`src/rtl/irq_prio_ctrl.sv`:
```
// irq_prio_ctrl
//   Clocked priority interrupt controller. Request lines are captured into
//   pending bits (rising-edge or level mode), masked per channel by en, and
//   arbitrated by level (0 highest) and then by channel (0 highest). The
//   winner is presented on a valid/ack handshake. In edge mode its pending
//   bit is retired on ack.
//
// Ports
//   clk        in   single clock, rising edge
//   rst        in   asynchronous active-high reset
//   req        in   NLVL*NCH request lines, bit l*NCH+c = level l, channel c
//   en         in   NCH channel enables, shared by all levels
//   irq_valid  out  a granted interrupt is presented
//   irq_level  out  level of the presented interrupt
//   irq_id     out  channel of the presented interrupt
//   irq_ack    in   consumer accepts the presented interrupt
//   lvl_pend   out  registered per-level "some enabled channel pending"
//   pend       out  registered raw pending vector (not masked by en)
module irq_prio_ctrl #(
  parameter int NCH  = 9,
  parameter int NLVL = 3,
  parameter int EDGE = 1,
  parameter int IDW  = (NCH  > 1) ? $clog2(NCH)  : 1,
  parameter int LVW  = (NLVL > 1) ? $clog2(NLVL) : 1
) (
  input  logic                 clk,
  input  logic                 rst,
  input  logic [NLVL*NCH-1:0]  req,
  input  logic [NCH-1:0]       en,
  output logic                 irq_valid,
  output logic [LVW-1:0]       irq_level,
  output logic [IDW-1:0]       irq_id,
  input  logic                 irq_ack,
  output logic [NLVL-1:0]      lvl_pend,
  output logic [NLVL*NCH-1:0]  pend
);

  localparam int NB = NLVL * NCH;

  typedef enum logic {IDLE, GRANT} state_t;

  state_t         state, state_n;
  logic [NB-1:0]  elig;
  logic [NB-1:0]  pend_n;
  logic [NLVL-1:0] lvl_n;
  logic           win_found;
  logic [LVW-1:0] win_lvl;
  logic [IDW-1:0] win_id;
  logic [LVW-1:0] level_n;
  logic [IDW-1:0] id_n;

  // A disabled channel keeps its pending bit; it is only hidden from
  // arbitration and from lvl_pend.
  always_comb begin
    elig = pend & {NLVL{en}};
  end

  generate
    if (EDGE != 0) begin : g_edge
      logic [NB-1:0] req_q;
      logic [NB-1:0] retire;

      // req_q resets to 0, so a request held high through reset release
      // is seen as a rising edge in the first cycle.
      always_ff @(posedge clk or posedge rst) begin
        if (rst) begin
          req_q <= '0;
        end else begin
          req_q <= req;
        end
      end

      // One-hot retire of the granted bit when it is acknowledged.
      always_comb begin
        retire = '0;
        for (int l = 0; l < NLVL; l++) begin
          for (int c = 0; c < NCH; c++) begin
            retire[l*NCH+c] = (state == GRANT) && irq_ack &&
                              (irq_level == LVW'(l)) && (irq_id == IDW'(c));
          end
        end
      end

      // A new edge wins over a retire of the same bit.
      assign pend_n = (pend & ~retire) | (req & ~req_q);
    end else begin : g_level
      assign pend_n = req;
    end
  endgenerate

  // Fixed-priority arbiter: scanning from the lowest priority upwards and
  // overwriting leaves the lowest (level, channel) pair as the winner.
  always_comb begin
    win_found = 1'b0;
    win_lvl   = '0;
    win_id    = '0;
    for (int l = NLVL - 1; l >= 0; l--) begin
      for (int c = NCH - 1; c >= 0; c--) begin
        if (elig[l*NCH+c]) begin
          win_found = 1'b1;
          win_lvl   = LVW'(l);
          win_id    = IDW'(c);
        end
      end
    end
  end

  always_comb begin
    lvl_n = '0;
    for (int l = 0; l < NLVL; l++) begin
      lvl_n[l] = |elig[l*NCH +: NCH];
    end
  end

  // Grant FSM: the presented interrupt is frozen in GRANT (no preemption)
  // until acknowledged; level/id keep their last value while idle.
  always_comb begin
    state_n = state;
    level_n = irq_level;
    id_n    = irq_id;
    case (state)
      IDLE: begin
        if (win_found) begin
          state_n = GRANT;
          level_n = win_lvl;
          id_n    = win_id;
        end
      end
      GRANT: begin
        if (irq_ack) begin
          state_n = IDLE;
        end
      end
      default: state_n = IDLE;
    endcase
  end

  always_ff @(posedge clk or posedge rst) begin
    if (rst) begin
      state     <= IDLE;
      irq_level <= '0;
      irq_id    <= '0;
      pend      <= '0;
      lvl_pend  <= '0;
    end else begin
      state     <= state_n;
      irq_level <= level_n;
      irq_id    <= id_n;
      pend      <= pend_n;
      lvl_pend  <= lvl_n;
    end
  end

  assign irq_valid = (state == GRANT);

endmodule

```
`config.mk`:
```
export PLATFORM = sky130hd
export DESIGN_NAME = irq_prio_ctrl
export DESIGN_NICKNAME = d
export VERILOG_FILES = /design/src/rtl/irq_prio_ctrl.sv
export SDC_FILE = /design/constraint.sdc
export NUM_CORES = 1
export LEC_CHECK = 0
export CAP_MARGIN = 15
export CORE_MARGIN = 3
export CORE_UTILIZATION = 56
export CTS_CLUSTER_DIAMETER = 40
export DETAILED_ROUTE_END_ITERATION = 16
export DONT_BUFFER_PORTS = 1
export GPL_ROUTABILITY_DRIVEN = 0
export GPL_TIMING_DRIVEN = 0
export PLACE_DENSITY = 0.73
export RECOVER_POWER = 100
export SKIP_LAST_GASP = 1
export SYNTH_ARGS = -nofsm -noshare
export SYNTH_HDL_FRONTEND = slang
export SYNTH_SLANG_ARGS = --single-unit
```
`constraint.sdc`:
```
create_clock -name clk -period 1.97 [get_ports clk]
set_input_delay 0.4925 -clock clk [delete_from_list [all_inputs] [get_ports clk]]
set_output_delay 0.4925 -clock clk [all_outputs]
set_load 0.02 [all_outputs]
```
==> flow_metrics.py <==
metrics = {
    "finish": {
        "diodes": 0,
        "areaGrowthSynthToFinish_pct": 14.0,
        "nNetsFinal": 318,
        "design_area_sq_um": 3010,
        "drive_gt1_share_pct": 12.3,
        "finalNonFillerCells": 336,
    },
    "grt": {
        "grt_pass1_vias": 1963,
        "grt_start_max_net_pins": 38,
        "grtUsageTotal_pct": 23.7,
        "grt-ovfl-total": 0,
        "grt_antenna_before_repair": 0,
        "grt_pass1_wl_um": 9630,
    },
    "timing": {
        "clock_skew_ns": 0.00672,
        "hold_viol": 0,
        "setup_violations": 0,
        "slew_headroom_pct": 17.9,
        "maxSlewViolCount": 0,
        "fin_tns_setup_ns": 0,
        "period_share_pct": 94.5,
        "max_freq_mhz": 537,
        "rsz0062_at_grt": "no",
        "worst_pin_slew_ns": 1.23,
        "period_minus_slack_ns": 1.86,
    },
    "cts": {
        "hold_buffers": 0,
        "cts_root_buffer": "clkbuf_8",
        "path_clk_slew_ns": 0.07,
        "ctsHtreeMaxLevel": 3,
        "cts_tree": "yes",
        "cts_buffer_depth": 2,
        "cts_buffers": 9,
        "numClockSinks": 64,
        "clk-insertion-delay-late_ns": 0.34,
    },
    "floorplanning": {
        "initial_core_util_pct": 59.5,
        "row_count": 24,
        "die_x_um": 74.7,
        "die-area_sq_um": 5580,
        "core-area_sq_um": 4440,
        "top_level_ports": 76,
        "die_height_um": 74.7,
    },
    "synth": {
        "ys_async_sr_fraction_pct": 100,
        "syn_nets": 299,
        "yosysWarnings": 0,
        "ys_types": 35,
        "synth_most_common_cell": "dfrtp_1",
        "syn_area_per_cell_sq_um": 10.2,
        "synth_area_leader_cell": "dfrtp_1",
        "ys_top_cells_by_area": "dfrtp_1 61%, o21ai_0 11%, nand2_1 5.0%, inv_1 4.8%, a22oi_1 2.6%",
        "ys_ff_latch": 64,
        "synth.top_cell.area_share_pct": 60.6,
        "synthFlopType": "dfrtp_1",
        "synth_common_cells": "64 x dfrtp_1, 60 x o21ai_0, 35 x nand2_1, 34 x inv_1",
        "synthCells": 260,
        "netlist_area_sq_um": 2640,
        "synth_seq_area_share_pct": 60.6,
        "synth_edf_count": 0,
    },
    "place": {
        "placed_cells": 313,
        "dp_hpwl_um": 4550,
        "place_area_sq_um": 2730,
        "port_buffers": 0,
    },
    "job": {
        "max_cap_violations": 0,
    },
    "setup_path": {
        "startpoint_type": "flip-flop",
        "critPathCaptureType": "flip-flop",
        "path_class": "flip-flop to flip-flop",
        "path_max_fanout": 5,
        "required_ns": 2.20,
        "cp.arrival_ns": 2.09,
    },
    "drt": {
        "wire_per_inst_um": 18.4,
        "drc": 0,
        "drt-vias-per-instance": 6.02,
        "drtPass1Iterations": 5,
        "drt_first_iter_violations": 121,
        "detail-route-antenna-nets": 0,
        "vias": 2022,
        "wl_um": 6170,
    },
    "min_path": {
        "hold_path.class": "primary input to flip-flop",
    },
    "power": {
        "p_per_area_nw_per_um2": 1190,
        "p_leak_nw": 1.28,
        "ir_drop_mv": 0.776,
    },
    "status": {
        "status": "finished, final reports clean",
    },
}
state kept, by name, indices dropped and copies added (netlist names):
signal,cells
irq_id,4
irq_level,2
irq_valid,1
lvl_pend,3
g_edge.req_q,27
pend,27
worst max-delay path, stage by stage (launching register included):
cell	delay, ns
dfrtp_2	0.48
a222oi_1	0.35
buf_4	0.17
nand4_1	0.15
a21oi_4	0.22
a31oi_2	0.18
a21o_1	0.19
layout by cell type, fill, tap and decap left out, drive strengths merged, types with 2 or more instances in the layout:
master	count
nand4	3
clkbuf	17
a222oi	2
buf	6
o21ai	61
dfrtp	64
inv	33
nand3	7
nand4b	2
a21oi	6
nand2	35
a22oi	10
nor2	9
nor2b	3
a32oi	2
a31oi	6
bufinv	2
cells by family after synthesis:
kind of cell	share of synthesized area (%)
buffers and inverters	5.59
AOI/OAI and AO/OA	22.6
and+or+nand+nor	11.2
DFF	60.6
repair_timing:
action                     in CTS  in global routing
setup endpoints to repair       2                 32
pin swaps                       2                  8
gates cloned                    0                  1
gates resized for setup         2                  4
setup buffers                   1                  5
cell type report:
cell class	instances	area, sq um
well taps	52	65.1
clock buffers	13	149
inverters	34	129
flip-flops and latches	64	1610
plain buffers	3	20.0
multi-input cells	160	921
clock inverters	3	65.1
repair buffers	7	57.6
fillers	353	1430
path summary, 6_finish.rpt:
path,from,end,slack [ns],cells after the start
setup reg to reg,pend[10],irq_valid,0.11,6
hold reg to reg,g_edge.req_q[10],pend[10],0.42,1
setup / recovery,pend[10],irq_valid,0.11,6
min in group asynchronous,rst,pend[15],0.28,1
max in group asynchronous,rst,pend[10],0.97,2
hold / removal,req[26],g_edge.req_q[26],0.18,0
report_power, final:
part / total [mW] / internal, mW / switching (mW)
logic: 0.565 / 0.200 / 0.365
registers: 1.80 / 1.46 / 0.344
clock network: 1.21 / 0.746 / 0.464
total: 3.58 / 2.41 / 1.17
per-stage QoR:
step	utilization (%)	setup slack [ns]	total power, mW	hold WS [ns]
3_3_place_gp	61.0	-0.0443	2.32	0.401
3_5_place_dp	61.5	-0.0634	2.34	0.412
5_1_grt	67.8	0.00425	3.77	0.154
2_1_floorplan	-	0.152	2.14	0.400
4_1_cts	66.5	0.0182	3.56	0.0831
6_report	67.8	0.108	3.58	0.175
metal layers:
metal	GRT usage [%]	wire length, um	up-vias
met1	29.3	2500	955
met3	14.0	805	3
met5	0	0	-
met4	5.93	29	0
met2	35.8	2840	114
li1	-	-	950
Note: power is estimated with default switching activity, not from simulation.
